$ cat src/rtl/mips_div_pkg.sv
`default_nettype none
// ============================================================================
// Module      : mips_div_pkg
// Description : Shared types and constants for the MIPS div/divu unit.
// Revision    : 1.0 - initial release
// ============================================================================
package mips_div_pkg;

    localparam int DIV_WIDTH = 32;

    typedef enum logic [1:0] {
        IDLE = 2'd0,
        RUN  = 2'd1,
        FIX  = 2'd2
    } div_state_t;

    localparam logic [DIV_WIDTH-1:0] DIV_ZERO_QUOTIENT = '1;

endpackage
`default_nettype wire

$ cat src/rtl/mips_div_unit_if.sv
`default_nettype none
// ============================================================================
// Module      : mips_div_unit_if
// Description : Request/result bundle between the control unit and divider.
// Revision    : 1.0 - initial release
// ============================================================================
interface mips_div_unit_if #(
    parameter int WIDTH = 32
);
    logic             start;
    logic             is_signed;
    logic [WIDTH-1:0] dividend;
    logic [WIDTH-1:0] divisor;
    logic             busy;
    logic             done;
    logic [WIDTH-1:0] quotient;
    logic [WIDTH-1:0] remainder;
    logic             div_by_zero;

    modport master (
        output start, is_signed, dividend, divisor,
        input  busy, done, quotient, remainder, div_by_zero
    );

    modport slave (
        input  start, is_signed, dividend, divisor,
        output busy, done, quotient, remainder, div_by_zero
    );
endinterface
`default_nettype wire

$ cat src/rtl/mips_div_unit_step.sv
`default_nettype none
// ============================================================================
// Module      : div_step
// Description : One restoring radix-2 iteration: shift, trial subtract, select.
// Revision    : 1.0 - initial release
// ============================================================================
module div_step #(
    parameter int WIDTH = 32
) (
    input  logic [WIDTH-1:0] rem,
    input  logic [WIDTH-1:0] quo,
    input  logic [WIDTH-1:0] dvsr,
    output logic [WIDTH-1:0] rem_next,
    output logic [WIDTH-1:0] quo_next
);
    logic [WIDTH:0] w_rem_sh;
    logic [WIDTH:0] w_trial;

    // Partial remainder is always below the divisor, so WIDTH+1 bits suffice.
    assign w_rem_sh = {rem, quo[WIDTH-1]};
    assign w_trial  = w_rem_sh - {1'b0, dvsr};

    always_comb begin
        rem_next = w_rem_sh[WIDTH-1:0];
        quo_next = {quo[WIDTH-2:0], 1'b0};
        if (!w_trial[WIDTH]) begin
            rem_next = w_trial[WIDTH-1:0];
            quo_next = {quo[WIDTH-2:0], 1'b1};
        end
    end
endmodule
`default_nettype wire

$ cat src/rtl/mips_div_unit.sv
`default_nettype none
// ============================================================================
// Module      : mips_div_unit
// Description : Multi-cycle restoring divider for div/divu; HI/LO held stable.
// Revision    : 1.0 - initial release
// ============================================================================
module mips_div_unit
    import mips_div_pkg::*;
#(
    parameter int WIDTH = DIV_WIDTH
) (
    input  logic            clk,
    input  logic            rst_n,
    mips_div_unit_if.slave  div_if
);
    localparam int                CNT_W     = $clog2(WIDTH) + 1;
    localparam logic [CNT_W-1:0]  LAST_STEP = CNT_W'(WIDTH - 1);

    div_state_t       state_q,     state_d;
    logic [CNT_W-1:0] cnt_q,       cnt_d;
    logic [WIDTH-1:0] rem_q,       rem_d;
    logic [WIDTH-1:0] quo_q,       quo_d;
    logic [WIDTH-1:0] dvsr_q,      dvsr_d;
    logic [WIDTH-1:0] raw_a_q,     raw_a_d;
    logic             signed_q,    signed_d;
    logic             zero_q,      zero_d;
    logic             sign_a_q,    sign_a_d;
    logic             sign_b_q,    sign_b_d;
    logic [WIDTH-1:0] quotient_q,  quotient_d;
    logic [WIDTH-1:0] remainder_q, remainder_d;
    logic             dbz_q,       dbz_d;
    logic             done_q,      done_d;

    logic [WIDTH-1:0] w_rem_next;
    logic [WIDTH-1:0] w_quo_next;
    logic             w_neg_a;
    logic             w_neg_b;

    div_step #(.WIDTH(WIDTH)) u_step (
        .rem      (rem_q),
        .quo      (quo_q),
        .dvsr     (dvsr_q),
        .rem_next (w_rem_next),
        .quo_next (w_quo_next)
    );

    assign w_neg_a = div_if.is_signed & div_if.dividend[WIDTH-1];
    assign w_neg_b = div_if.is_signed & div_if.divisor[WIDTH-1];

    always_comb begin
        state_d     = state_q;
        cnt_d       = cnt_q;
        rem_d       = rem_q;
        quo_d       = quo_q;
        dvsr_d      = dvsr_q;
        raw_a_d     = raw_a_q;
        signed_d    = signed_q;
        zero_d      = zero_q;
        sign_a_d    = sign_a_q;
        sign_b_d    = sign_b_q;
        quotient_d  = quotient_q;
        remainder_d = remainder_q;
        dbz_d       = dbz_q;
        done_d      = 1'b0;

        unique case (state_q)
            IDLE: begin
                if (div_if.start) begin
                    state_d  = RUN;
                    cnt_d    = '0;
                    rem_d    = '0;
                    signed_d = div_if.is_signed;
                    zero_d   = (div_if.divisor == '0);
                    sign_a_d = div_if.dividend[WIDTH-1];
                    sign_b_d = div_if.divisor[WIDTH-1];
                    raw_a_d  = div_if.dividend;
                    quo_d    = w_neg_a ? (~div_if.dividend + 1'b1) : div_if.dividend;
                    dvsr_d   = w_neg_b ? (~div_if.divisor + 1'b1) : div_if.divisor;
                end
            end
            RUN: begin
                rem_d = w_rem_next;
                quo_d = w_quo_next;
                cnt_d = cnt_q + 1'b1;
                if (cnt_q == LAST_STEP) begin
                    state_d = FIX;
                end
            end
            FIX: begin
                state_d = IDLE;
                done_d  = 1'b1;
                dbz_d   = zero_q;
                // Zero divisor overrides the iteration result with fixed values.
                if (zero_q) begin
                    quotient_d  = DIV_ZERO_QUOTIENT;
                    remainder_d = raw_a_q;
                end else begin
                    quotient_d  = (signed_q && (sign_a_q ^ sign_b_q)) ? (~quo_q + 1'b1) : quo_q;
                    remainder_d = (signed_q && sign_a_q) ? (~rem_q + 1'b1) : rem_q;
                end
            end
            default: begin
                state_d = IDLE;
            end
        endcase
    end

    always_ff @(posedge clk or negedge rst_n) begin
        if (!rst_n) begin
            state_q     <= IDLE;
            cnt_q       <= '0;
            rem_q       <= '0;
            quo_q       <= '0;
            dvsr_q      <= '0;
            raw_a_q     <= '0;
            signed_q    <= 1'b0;
            zero_q      <= 1'b0;
            sign_a_q    <= 1'b0;
            sign_b_q    <= 1'b0;
            quotient_q  <= '0;
            remainder_q <= '0;
            dbz_q       <= 1'b0;
            done_q      <= 1'b0;
        end else begin
            state_q     <= state_d;
            cnt_q       <= cnt_d;
            rem_q       <= rem_d;
            quo_q       <= quo_d;
            dvsr_q      <= dvsr_d;
            raw_a_q     <= raw_a_d;
            signed_q    <= signed_d;
            zero_q      <= zero_d;
            sign_a_q    <= sign_a_d;
            sign_b_q    <= sign_b_d;
            quotient_q  <= quotient_d;
            remainder_q <= remainder_d;
            dbz_q       <= dbz_d;
            done_q      <= done_d;
        end
    end

    assign div_if.busy        = (state_q != IDLE);
    assign div_if.done        = done_q;
    assign div_if.quotient    = quotient_q;
    assign div_if.remainder   = remainder_q;
    assign div_if.div_by_zero = dbz_q;
endmodule
`default_nettype wire

$ cat src/flat_wrapper.sv
// flat-port wrapper written by rule: the top's interface ports become plain ports
module mips_div_unit_flat import mips_div_pkg::*;
#(
    parameter int WIDTH = DIV_WIDTH
)
  (clk, rst_n, div_if_start, div_if_is_signed, div_if_dividend, div_if_divisor, div_if_busy, div_if_done, div_if_quotient, div_if_remainder, div_if_div_by_zero);
  mips_div_unit_if #(.WIDTH(WIDTH)) div_if_i ();
  input  logic clk;
  input  logic rst_n;
  input wire logic [$bits(div_if_i.start)-1:0] div_if_start;
  input wire logic [$bits(div_if_i.is_signed)-1:0] div_if_is_signed;
  input wire logic [$bits(div_if_i.dividend)-1:0] div_if_dividend;
  input wire logic [$bits(div_if_i.divisor)-1:0] div_if_divisor;
  output wire logic [$bits(div_if_i.busy)-1:0] div_if_busy;
  output wire logic [$bits(div_if_i.done)-1:0] div_if_done;
  output wire logic [$bits(div_if_i.quotient)-1:0] div_if_quotient;
  output wire logic [$bits(div_if_i.remainder)-1:0] div_if_remainder;
  output wire logic [$bits(div_if_i.div_by_zero)-1:0] div_if_div_by_zero;
  assign div_if_i.start = div_if_start;
  assign div_if_i.is_signed = div_if_is_signed;
  assign div_if_i.dividend = div_if_dividend;
  assign div_if_i.divisor = div_if_divisor;
  assign div_if_busy = div_if_i.busy;
  assign div_if_done = div_if_i.done;
  assign div_if_quotient = div_if_i.quotient;
  assign div_if_remainder = div_if_i.remainder;
  assign div_if_div_by_zero = div_if_i.div_by_zero;
  mips_div_unit #(.WIDTH(WIDTH)) u_core (.clk(clk), .rst_n(rst_n), .div_if(div_if_i));
endmodule
$ cat config.mk
export PLATFORM = sky130hd
export DESIGN_NAME = mips_div_unit_flat
export DESIGN_NICKNAME = d
export VERILOG_FILES = /design/src/rtl/mips_div_pkg.sv /design/src/rtl/mips_div_unit_if.sv /design/src/rtl/mips_div_unit_step.sv /design/src/rtl/mips_div_unit.sv /design/src/flat_wrapper.sv
export SDC_FILE = /design/constraint.sdc
export NUM_CORES = 1
export LEC_CHECK = 0
export BUFFER_PORTS_ARGS = -buffer_cell sky130_fd_sc_hd__buf_2
export CELL_PAD_IN_SITES_DETAIL_PLACEMENT = 0
export CELL_PAD_IN_SITES_GLOBAL_PLACEMENT = 1
export CORE_ASPECT_RATIO = 0.9
export CORE_MARGIN = 1
export CORE_UTILIZATION = 40
export DETAILED_ROUTE_END_ITERATION = 10
export PLACE_DENSITY = 0.76
export SYNTH_ARGS = -nofsm -noshare
export SYNTH_HDL_FRONTEND = slang
export SYNTH_SLANG_ARGS = --single-unit
$ cat constraint.sdc
create_clock -name clk -period 3.34 [get_ports clk]
set_input_delay 0.167 -clock clk [delete_from_list [all_inputs] [get_ports clk]]
set_output_delay 0.167 -clock clk [all_outputs]
set_load 0.01 [all_outputs]
==> results by group <==
Timing
  – RSZ-0062 raised after global routing: no
  – Final setup violation count: 0
  – Tmin final: 3.03 ns
  – FMAX: approximately 0.33 GHz
  – Layout Skew: ~0.019 ns
  – Slew Viols, Final: 0
  – Slew @ Worst Pin: approximately 1.1 ns
  – Sum Neg Setup Slack: 0 ns
  – Worst relative slew slack: 27.2%
  – Hold Fails Final Rpt: 0
  – Tcrit/Tclk final: 90.8%

GRT
  – Overall global routing resource usage: 22.2%
  – First-pass GRT wire length: ~57 mm
  – Vias in the first global route: 10,700
  – Initial antenna violation count: 0
  – Total grt overflow: 0
  – Largest net degree at the start of global routing: 95

Worst setup path
  – Critical Path AT: 3.41 ns
  – Crit Path Class: reg -> reg
  – Startpoint class of the critical path: flip-flop
  – CP endpoint kind: flip-flop
  – Critical Path RT: roughly 3.7 ns
  – Max FO, Critical Path: 25
  – R2R cell count: 13

Floorplanning
  – Starting density of the core: about two fifths
  – I/O pin count: 135
  – Placement Rows: 60
  – Die Footprint: between 30,000 and 40,000 um2
  – Core area: 30,200 um2
  – Die width: ~190 um
  – Die height: around 170 um

Drt
  – Drt pass-1 iters: 6
  – Drt wl/cell: 16.9 um
  – Number of DRC markers in iteration 0: 710
  – Via-per-instance ratio: 5.34
  – DRC: 0
  – Total wire length: around 35 mm
  – Via count: approximately 11,000
  – Detail Route Antenna Nets: 0

CTS
  – Clock H-tree levels: 1
  – Root Buffer: clkbuf_16
  – TritonCTS Buffers: 23
  – Deepest clock path buffer count: 3
  – TritonCTS clock tree: yes
  – Post-CTS Setup Inserts: 0
  – Clock transition at path regs: 0.06 ns
  – Clk_lat worst skew: roughly 0.52 ns
  – CTS sink cnt: 205

Power
  – Max VDD drop: 0.000548 V
  – Pwr Total: ~14 mW
  – Power Density: 903 nW/um2
  – Flop pwr share: 30.0%
  – Leakage: 6.76 nW
  – Switching part of the total: 41.8%
  – Psw: between 5 and 6 mW
  – Internal: 7.86 mW
  – Clk pwr share: 19.7%
  – Comb pwr share: 50.3%

Min path
  – Min-Delay Path Class: in -> reg
  – Hold path cells: 3

Yosys
  – Share of the synthesized area in the top cell type: around two fifths
  – Syn Area/Cell: 8.36 um2
  – Number of synthesis warnings: 0
  – Ranking of synthesized cells by area: dfrtp_1 (41%), nand2_1 (7.8%), o21ai_0 (7.7%), a21oi_1 (5.3%), xnor2_1 (5.1%)
  – Syn Nets: between 1,500 and 2,000
  – Top cells by count, synth: nand2_1 (259), dfrtp_1 (205), o21ai_0 (191), a21oi_1 (131), nor2_1 (121)
  – Netlist Area Pre-Place: 12,400 um2
  – Synth cell types: 64
  – Post-Synthesis Cells: approximately 1,500
  – Count leader, synth: nand2_1
  – Yosys reg bits: 205
  – Share of the yosys chip area belonging to registers: 41.3%
  – Asr flop ratio synth: 100%
  – Synth area leader: dfrtp_1
  – Ys flop type: dfrtp_1
  – Number of flops mapped to enable cells by yosys: 0

Placed design
  – Gp weighted congestion: 0.872
  – DP Wirelength: about 25 mm
  – Port Buffer Count: about 130

Finish
  – Util after Layout: 49.6%
  – Ant diodes: 0
  – Area growth, synth to finish: 20.5%
  – Nets@finish: 1,765
  – Fill cell count: approximately 3,000
  – Share of post-route cells with drive strength above 1: 14.0%

Outcome
  – Status: complete, no violations

Run
  – Max-Cap Viols: 0
==> path summary, 6_finish.rpt <==
kind / slack [ns] / startpoint / to
setup reg to reg: 0.31 / u_core.quo_q[31] / u_core.rem_q[4]
setup / recovery: 0.31 / u_core.quo_q[31] / u_core.rem_q[4]
min in group asynchronous: 0.31 / rst_n / u_core.div_if.quotient[25]
max in group asynchronous: 2.09 / rst_n / u_core.div_if.remainder[4]
hold / removal: 0.01 / div_if_divisor[3] / u_core.dvsr_q[3]
hold reg to reg: 0.47 / u_core.div_if.quotient[26] / u_core.div_if.quotient[26]
==> cells by family after synthesis <==
kind of cell / Yosys count / synth area share (%)
compound gates: 437 / 20.3
fa+ha+maj: 38 / 3.89
mux: 27 / 2.18
xor+xnor: 146 / 10.4
buf+inv: 129 / 4.15
flops: 205 / 41.3
simple gates: 504 / 17.8
==> sequential cells by signal, indices dropped and copies added (netlist names), 2 cells and up <==
name / cells
u_core.dvsr_q: 32
u_core.div_if.remainder: 32
u_core.cnt_q: 6
u_core.raw_a_q: 32
u_core.quo_q: 32
u_core.state_q: 2
u_core.rem_q: 32
u_core.div_if.quotient: 32
==> per-layer routing <==
| metal | global-route usage [%] | share of wire, % | wire length [um] | vias up |
|---|---|---|---|---|
| li1 | - | - | - | 5510 |
| met2 | 35.7 | 46 | 16000 | 238 |
| met3 | 2.42 | 4.2 | 1460 | 45 |
| met1 | 32.0 | 48 | 16900 | 5306 |
| met4 | 5.02 | 2.1 | 742 | 0 |
| met5 | 0 | 0 | 0 | - |
==> power by group through the flow <==
stage          Sequential (mW)  Clock, mW  Combinational (mW)
6_report                  4.05       2.66                6.80
5_1_grt                   4.15       2.81                7.68
4_1_cts                   4.04       2.73                6.79
3_5_place_dp              4.07          0                6.70
3_3_place_gp              4.06          0                6.64
2_1_floorplan             3.84          0                5.03
==> repair_timing <==
item                       in CTS  in global routing
hold endpoints to repair      152                  0
hold buffers                   54                  0
resized for setup               0                  2
setup endpoints to repair       0                 32
==> stage by stage <==
step | setup slack [ns] | cell area, um2 | cells | hold WS [ns]
finish | 0.307 | 15000 | 2078 | 0.0133
global route | 0.00807 | 15000 | 2078 | 0.0231
CTS | 0.167 | 15000 | 2078 | 0.00290
detailed placement | 0.186 | 13600 | 1983 | 0.311
global placement | 0.267 | 13600 | 1983 | 0.306
floorplan | 0.588 | 12400 | 1486 | -0.129
==> final cells by class <==
| type | instances | area (um2) | area share, % |
|---|---|---|---|
| Clock inverter | 7 | 115 | 0.769 |
| Sequential cell | 205 | 5130 | 34.3 |
| Inverter | 54 | 203 | 1.35 |
| Tap cell | 403 | 504 | 3.37 |
| Timing Repair Buffer | 223 | 1520 | 10.2 |
| Clock buffer | 34 | 677 | 4.52 |
| Multi-Input combinational cell | 1152 | 6820 | 45.5 |
==> worst max-delay path, stage by stage (launching register included) <==
cell,delay [ns]
dfrtp_1,0.37
inv_1,0.08
ha_1,0.22
fa_1,0.40
nand2b_1,0.18
a21oi_1,0.20
o21ai_0,0.15
nand2_1,0.15
a311oi_2,0.16
a21oi_2,0.26
xnor2_4,0.16
buf_12,0.22
mux2i_1,0.22
o21ai_0,0.09
==> placed cells by master (no fill, tap or decap), types with 14 or more instances in the layout <==
cell type / n
a21oi_1: 130
o21ai_0: 191
clkbuf_16: 23
nand3_1: 21
or3_1: 14
dfrtp_1: 204
xor2_1: 72
ha_1: 37
xnor2_1: 73
mux2i_1: 27
nand2_1: 258
buf_4: 32
dlygate4sd3_1: 54
nor2_1: 119
inv_1: 53
a22oi_1: 31
o31ai_1: 21
buf_2: 133
nor3_1: 19
No activity file was read; power rests on OpenSTA's default activity.
